==> src/rtl/pe_ws_sat.sv <==
// pe_ws_sat: weight-stationary systolic PE with rounded saturating MAC, psum bypass and fused ReLU
module pe_ws_sat #(
  parameter int DATA_WIDTH = 16,
  parameter int FRAC_BITS  = 8
) (
  input  logic                  clk,
  input  logic                  rst,
  input  logic                  pe_enabled,
  input  logic                  pe_clear,
  input  logic [1:0]            pe_mode,
  input  logic [DATA_WIDTH-1:0] pe_psum_in,
  input  logic [DATA_WIDTH-1:0] pe_weight_in,
  input  logic                  pe_accept_w_in,
  input  logic [DATA_WIDTH-1:0] pe_input_in,
  input  logic                  pe_valid_in,
  input  logic                  pe_switch_in,
  output logic [DATA_WIDTH-1:0] pe_psum_out,
  output logic [DATA_WIDTH-1:0] pe_weight_out,
  output logic                  pe_accept_w_out,
  output logic [DATA_WIDTH-1:0] pe_input_out,
  output logic                  pe_valid_out,
  output logic                  pe_switch_out,
  output logic                  pe_ovf_sticky
);
  localparam int W  = DATA_WIDTH;
  localparam int PW = 2 * DATA_WIDTH;
  localparam logic signed [PW:0] HALF = (PW+1)'(1) << (FRAC_BITS - 1);
  localparam logic signed [PW:0] SMAX = {{(PW-W+2){1'b0}}, {(W-1){1'b1}}};
  localparam logic signed [PW:0] SMIN = {{(PW-W+2){1'b1}}, {(W-1){1'b0}}};
  logic [W-1:0] active_q, shadow_q, psum_q, psum_d, weight_q, input_q, sat_v;
  logic accept_q, valid_q, switch_q, ovf_q, ovf_d, sat_hi, sat_lo;
  logic signed [PW-1:0] mul;
  logic signed [PW:0] rnd_pre, rnd, sum;
  always_comb begin
    mul = {{W{pe_input_in[W-1]}}, pe_input_in} * {{W{active_q[W-1]}}, active_q};
    rnd_pre = {mul[PW-1], mul} + HALF;
    rnd = rnd_pre >>> FRAC_BITS;
    sum = rnd + {{(PW+1-W){pe_psum_in[W-1]}}, pe_psum_in};
    sat_hi = sum > SMAX;
    sat_lo = sum < SMIN;
    sat_v = sat_hi ? SMAX[W-1:0] : sat_lo ? SMIN[W-1:0] : sum[W-1:0];
    psum_d = (!pe_valid_in || pe_mode == 2'b01) ? pe_psum_in
           : (pe_mode == 2'b10 && sat_v[W-1]) ? '0 : sat_v;
    ovf_d = ovf_q | (pe_valid_in && pe_mode != 2'b01 && (sat_hi || sat_lo));
  end
  always_ff @(posedge clk or negedge rst) begin
    if (!rst) begin
      active_q <= '0;
      shadow_q <= '0;
      psum_q   <= '0;
      weight_q <= '0;
      input_q  <= '0;
      accept_q <= 1'b0;
      valid_q  <= 1'b0;
      switch_q <= 1'b0;
      ovf_q    <= 1'b0;
    end else if (pe_enabled) begin
      if (pe_clear) begin
        psum_q   <= '0;
        weight_q <= '0;
        input_q  <= '0;
        accept_q <= 1'b0;
        valid_q  <= 1'b0;
        switch_q <= 1'b0;
        ovf_q    <= 1'b0;
      end else begin
        psum_q   <= psum_d;
        ovf_q    <= ovf_d;
        valid_q  <= pe_valid_in;
        switch_q <= pe_switch_in;
        input_q  <= pe_valid_in ? pe_input_in : input_q;
        weight_q <= pe_accept_w_in ? pe_weight_in : '0;
        accept_q <= pe_accept_w_in;
        shadow_q <= pe_accept_w_in ? pe_weight_in : shadow_q;
        active_q <= pe_switch_in ? shadow_q : active_q;
      end
    end
  end
  assign pe_psum_out     = psum_q;
  assign pe_weight_out   = weight_q;
  assign pe_accept_w_out = accept_q;
  assign pe_input_out    = input_q;
  assign pe_valid_out    = valid_q;
  assign pe_switch_out   = switch_q;
  assign pe_ovf_sticky   = ovf_q;
endmodule

==> config.mk <==
export PLATFORM = sky130hd
export DESIGN_NAME = pe_ws_sat
export DESIGN_NICKNAME = d
export VERILOG_FILES = /design/src/rtl/pe_ws_sat.sv
export SDC_FILE = /design/constraint.sdc
export NUM_CORES = 1
export LEC_CHECK = 0
export BUFFER_PORTS_ARGS = -buffer_cell sky130_fd_sc_hd__buf_2
export CAP_MARGIN = 20
export CORE_MARGIN = 3
export CORE_UTILIZATION = 40
export CTS_BUF_LIST = sky130_fd_sc_hd__clkbuf_4 sky130_fd_sc_hd__clkbuf_8
export CTS_CLUSTER_DIAMETER = 200
export DETAILED_ROUTE_END_ITERATION = 10
export PLACE_DENSITY = 0.66
export SKIP_CTS_REPAIR_TIMING = 1
export SLEW_MARGIN = 20
export SYNTH_ARGS = -nofsm -noshare
export SYNTH_HDL_FRONTEND = slang
export SYNTH_SLANG_ARGS = --single-unit
==> constraint.sdc <==
create_clock -name clk -period 18 [get_ports clk]
set_input_delay 4.5 -clock clk [delete_from_list [all_inputs] [get_ports clk]]
set_output_delay 4.5 -clock clk [all_outputs]
set_load 0.02 [all_outputs]
==> results of run 1 <==
[metal layers]
metal	track usage [%]	up-vias
met5	0	-
met4	9.22	0
met3	3.62	63
met2	34.0	264
met1	25.7	5497
li1	-	4830
[cell families after synthesis]
| family | synth area share (%) |
|---|---|
| flip-flops | 14.6 |
| XOR/XNOR | 3.52 |
| AND/OR/NAND/NOR | 14.1 |
| buffers and inverters | 9.86 |
| multiplexers | 1.40 |
| adder cells (fa/ha/maj) | 46.5 |
| AO/OA/AOI/OAI | 10.0 |
[final timing paths]
| path | start | endpoint | slack, ns | depth (start not counted) |
|---|---|---|---|---|
| setup / recovery | pe_input_in[10] | pe_ovf_sticky | 5.07 | 31 |
| hold / removal | shadow_q[10] | shadow_q[10] | 0.48 | 2 |
| setup reg to reg | active_q[2] | pe_ovf_sticky | 8.65 | 30 |
| hold reg to reg | shadow_q[10] | shadow_q[10] | 0.48 | 2 |
| max in group asynchronous | rst | pe_psum_out[8] | 13.08 | 2 |
| min in group asynchronous | rst | pe_input_out[4] | 3.93 | 1 |
[critical path, delay by kind of cell]
kind / cells / cell delay (ns)
xor gates and xnor gates: 1 / 0.11
AOI/OAI and AO/OA: 11 / 3.07
adders and majority gates: 8 / 3.67
buffers and inverters: 4 / 0.51
and+or+nand+nor: 7 / 1.40
[per-stage QoR]
stage / setup slack, ns / cells / hold WS, ns / area [µm²]
finish: 5.07 / 2047 / 0.479 / 15600
global route: 4.35 / 2047 / 0.502 / 15600
CTS: 5.15 / 2047 / 0.486 / 15600
detailed placement: 4.67 / 2031 / 0.462 / 15300
global placement: 4.93 / 2031 / 0.456 / 15300
floorplan: 5.64 / 1523 / 0.442 / 14400
[flip-flops by register name (all words and copies together), names as in the netlist]
| register | cells |
|---|---|
| pe_accept_w_out | 1 |
| pe_ovf_sticky | 1 |
| shadow_q | 16 |
| pe_valid_out | 1 |
| pe_switch_out | 1 |
| active_q | 16 |
| pe_input_out | 16 |
| pe_psum_out | 16 |
| pe_weight_out | 16 |
[cells in the mapped netlist, types with 3 or more instances]
| library cell | n | area [µm²] |
|---|---|---|
| nand4_1 | 12 | 75.1 |
| a21oi_1 | 33 | 165 |
| a211oi_1 | 3 | 22.5 |
| nor2_1 | 34 | 128 |
| fa_1 | 268 | 5370 |
| o211ai_2 | 3 | 37.5 |
| a21oi_2 | 3 | 26.3 |
| o211ai_1 | 9 | 67.6 |
| buf_1 | 4 | 15.0 |
| nand2_1 | 208 | 781 |
| inv_1 | 315 | 1180 |
| or3_1 | 4 | 25.0 |
| xnor2_1 | 39 | 342 |
| nand2b_1 | 10 | 62.6 |
| a22o_1 | 17 | 149 |
| o21bai_1 | 4 | 30.0 |
| o21ai_1 | 10 | 50.1 |
| xor2_1 | 17 | 149 |
| a21o_1 | 17 | 128 |
| mux2_2 | 17 | 191 |
| nor2b_1 | 6 | 37.5 |
| buf_2 | 6 | 30.0 |
| dfrtp_1 | 84 | 2100 |
| o21a_1 | 9 | 67.6 |
| and2_1 | 115 | 719 |
| a22oi_1 | 15 | 113 |
| ha_1 | 106 | 1330 |
| and3_1 | 3 | 18.8 |
| clkbuf_1 | 47 | 176 |
| o21ai_0 | 36 | 180 |
| a31oi_1 | 11 | 68.8 |
| nand3_1 | 11 | 55.1 |
| nor3_1 | 3 | 15.0 |
[final cells by class]
class / instances / area, µm² / share of cell area [%]
multi-input combinational: 1065 / 10900 / 69.9
sequential: 84 / 2100 / 13.5
inverter: 316 / 1190 / 7.62
timing repair buffer: 111 / 569 / 3.66
tap: 455 / 569 / 3.66
clock buffer: 11 / 151 / 0.973
clock inverter: 5 / 108 / 0.691
[placed cells by master, fill, tap and decap left out, types with 9 or more instances in the layout]
master / instances
inv_1: 315
o21a_1: 9
nand2_1: 208
o21ai_0: 36
dfrtp_1: 84
o21ai_1: 10
a21oi_1: 32
nand3_1: 11
clkbuf_8: 11
xor2_1: 17
ha_1: 106
nand4_1: 12
a22oi_1: 15
a21o_1: 17
and2_1: 115
a22o_1: 17
buf_2: 107
mux2_2: 17
o211ai_1: 9
nor2_1: 34
fa_1: 268
xnor2_1: 39
nand2b_1: 10
a31oi_1: 11
==> metrics.yaml, run 1 <==
outcome: "finished, final reports clean"
n_antenna_cell: 0
die_y_um: 196
routed.top_layer: "met4"
hold_path_class: "reg2reg"
grt_overflow_total: 0
gp_congestion: 0.886
cts.clk_slew.worst_paths_ns: 0.09
crit_path_max_incr_delay_ns: 0.61
ys_seq_area_share_pct: 14.6
slew_headroom_pct: 32.2
routed_wl_mm: 37.2
critPathCaptureType: "flop"
cp.required_ns: 18.33
fmax_mhz: 77.3
slowest_stage: "a2111oi_0"
port_buffers: 108
drc: 0
avgSynthCellArea_um2: 9.45
cts.path.max_buffers: 2
ys_ff_latch: 84
synth_edf_count: 0
path_class: "in2reg"
routed-wl-met2_mm: 18.5
via_per_inst: 5.20
syn_nets: 1954
synthArstFlopShare_pct: 100
io_pins: 109
fillers: 3367
grt_pass1_wl_mm: 61.1
coreArea_um2: 35000
yosys_warnings: 0
die_area_um2: 38300
fin_nets: 2018
dp_hpwl_mm: 30.0
synth_cell_type_count: 67
synth.cell_area_um2: 14400
finalCritPeriodShare_pct: 71.8
worst_pin_slew_ns: 1.01
grt_pass1_vias: 11600
finalSetupViolCount: 0
clock_skew_ns: 0.0193
cts-root-buf: "clkbuf_8"
synth_cells: 1523
firstDrtPassIters: 4
worst_path_most_repeated_cell: "fa_1"
setup_tns_ns: 0
wl_met3_mm: 1.71
start_util_pct: 41.2
utilization_pct: 44.5
worstSkewPairLatency_ns: 0.42
cp-start-kind: "primary input"
dr_total_vias: 10700
cts-buffers-inserted: 9
drive_above_1_share_pct: 10.7
drtAntennaViolNets: 0
rows: 68
grt_antenna_before_repair: 0
rsz0062_at_grt: "no"
arrival_ns: 13.26
worstPathMaxFanout: 17
finalMaxSlewViolations: 0
drtIter0Drc: 511
grt_start_max_net_pins: 72
post_drt_wl_per_cell_um: 18.2
grt.total_usage_pct: 20.3
met1_length_mm: 15.4
htreeDepth: 3
area_growth_syn_to_layout_pct: 8.12
synth_ff_type: "dfrtp_1"
period_needed_ns: 12.93
hold_viol_final: 0
cts.sinks: 84
dieWidth_um: 196
cts_tree: "yes"
drv_cap: 0
Power of run 1 is not shown: default switching activity piles up to over one toggle a cycle in this logic, so the estimate is an artifact.
==> run 2, diff against run 1 <==
--- a/config.mk
+++ b/config.mk
@@ -12,7 +12,7 @@
 export CTS_BUF_LIST = sky130_fd_sc_hd__clkbuf_4 sky130_fd_sc_hd__clkbuf_8
 export CTS_CLUSTER_DIAMETER = 200
 export DETAILED_ROUTE_END_ITERATION = 10
-export PLACE_DENSITY = 0.66
+export PLACE_DENSITY = 0.68
 export SKIP_CTS_REPAIR_TIMING = 1
 export SLEW_MARGIN = 20
 export SYNTH_ARGS = -nofsm -noshare
==> constraint.sdc (replaced) <==
create_clock -name clk -period 11.4 [get_ports clk]
set_input_delay 2.85 -clock clk [delete_from_list [all_inputs] [get_ports clk]]
set_output_delay 2.85 -clock clk [all_outputs]
set_load 0.02 [all_outputs]
==> run 2 against run 1 <==
Utilization grew 0.13 points. Global-route usage shrank 0.22 points. Clock skew shrank 0.0026 ns. Cell count grew 0.68%. Clock-buffer cell count shrank 1. Via count grew 0.39%. Register-to-register slack lost 6.2 ns. Die area is the same. Critical path depth grew 3. Non-clock buffer count grew 14. Critical endpoint is now pe_psum_out[14]. Wire length shrank 0.79%. First-iteration DRC count grew 14%.
==> metrics.yaml, run 2 (same netlist as run 1, synthesis figures left out) <==
port_buffers: 108
cts_tree: "yes"
outcome: "finished, final reports clean"
layout_commonest_cell: "inv_1"
die_area_um2: 38300
cts.path.max_buffers: 2
io_pins: 109
rsz0062_at_grt: "no"
drc: 0
finalSetupViolCount: 0
worstPathMaxFanout: 17
worst_pin_slew_ns: 0.977
setup_tns_ns: 0
dr_total_vias: 10700
fin_nets: 2032
drv_cap: 0
rows: 68
worstSkewPairLatency_ns: 0.42
slowest_stage: "fa_1"
grt_antenna_before_repair: 1
cts-root-buf: "clkbuf_8"
drive_above_1_share_pct: 11.5
arrival_ns: 11.18
path_class: "in2reg"
crit_path_max_incr_delay_ns: 0.55
clock_skew_ns: 0.0167
grt_start_max_net_pins: 55
r2r_cells: 32
die_y_um: 196
final_cell_mix: "315 x inv_1, 268 x fa_1, 208 x nand2_1, 115 x and2_1"
hold_depth: 2
hold_path_class: "reg2reg"
grt_overflow_total: 0
utilization_pct: 44.6
dieWidth_um: 196
grt_pass1_vias: 11600
gp_congestion: 0.869
routed_wl_mm: 37.0
slew_headroom_pct: 34.7
stdcell_count: 2061
fmax_mhz: 92.1
period_needed_ns: 10.85
finalMaxSlewViolations: 0
grt_pass1_wl_mm: 60.7
cts-buffers-inserted: 9
drtAntennaViolNets: 0
area_growth_syn_to_layout_pct: 8.42
cp-start-kind: "primary input"
start_util_pct: 41.2
drtIter0Drc: 580
n_antenna_cell: 0
cts.clk_slew.worst_paths_ns: 0.10
cp.required_ns: 11.73
post_drt_wl_per_cell_um: 17.9
coreArea_um2: 35000
htreeDepth: 3
via_per_inst: 5.19
dp_hpwl_mm: 30.0
cts.sinks: 84
placedCellCount: 2045
firstDrtPassIters: 5
worst_path_most_repeated_cell: "fa_1"
hold_viol_final: 0
finalCritPeriodShare_pct: 95.2
grt.total_usage_pct: 20.1
critPathCaptureType: "flop"
run 2: cell types whose count changed in the layout (fill, tap and decap cells not counted), moves of 2 or more:
cell / delta
clkinv_4: -2
inv_6: +2
clkbuf_4: +2
bufinv_16: -2
clkbuf_8: -2
buf_4: +15
run 2: layout make-up:
class | count | area (µm²)
tap | 455 | 569
clock inverter | 6 | 71.3
timing repair buffer | 125 | 673
inverter | 316 | 1190
multi-input combinational | 1065 | 10900
clock buffer | 10 | 131
fill | 3391 | 19400
sequential | 84 | 2100
run 2: critical path: cells and delay by family:
family	cells	cell delay, ns
xor gates and xnor gates	2	0.26
buffers and inverters	7	0.99
AOI/OAI and AO/OA	10	2.34
adders and majority gates	8	3.56
and+or+nand+nor	7	1.16
run 2: stage by stage:
stage / hold WS [ns] / cell area, µm² / setup slack (ns)
detailed placement: 0.460 / 15400 / 0.129
finish: 0.483 / 15600 / 0.547
global route: 0.499 / 15600 / 0.00109
CTS: 0.485 / 15600 / 0.567
global placement: 0.455 / 15400 / 0.361
floorplan: 0.442 / 14400 / 0.691
run 2: worst paths after layout:
| check | startpoint | to | slack (ns) |
|---|---|---|---|
| max | pe_input_in[5] | pe_psum_out[14] | 0.55 |
| min | shadow_q[5] | shadow_q[5] | 0.48 |
| max reg2reg | active_q[1] | pe_psum_out[14] | 2.44 |
| min reg2reg | shadow_q[5] | shadow_q[5] | 0.48 |
| max in group asynchronous | rst | pe_psum_out[5] | 7.90 |
| min in group asynchronous | rst | pe_weight_out[7] | 2.35 |
run 2: metal layers:
layer / part of all wire [%] / global-route usage (%)
met4: 2.7 / 6.55
met2: 50 / 33.9
met1: 43 / 27.0
met5: 0.035 / 0
met3: 4.5 / 2.37
Power of run 2 is left out for the same reason.
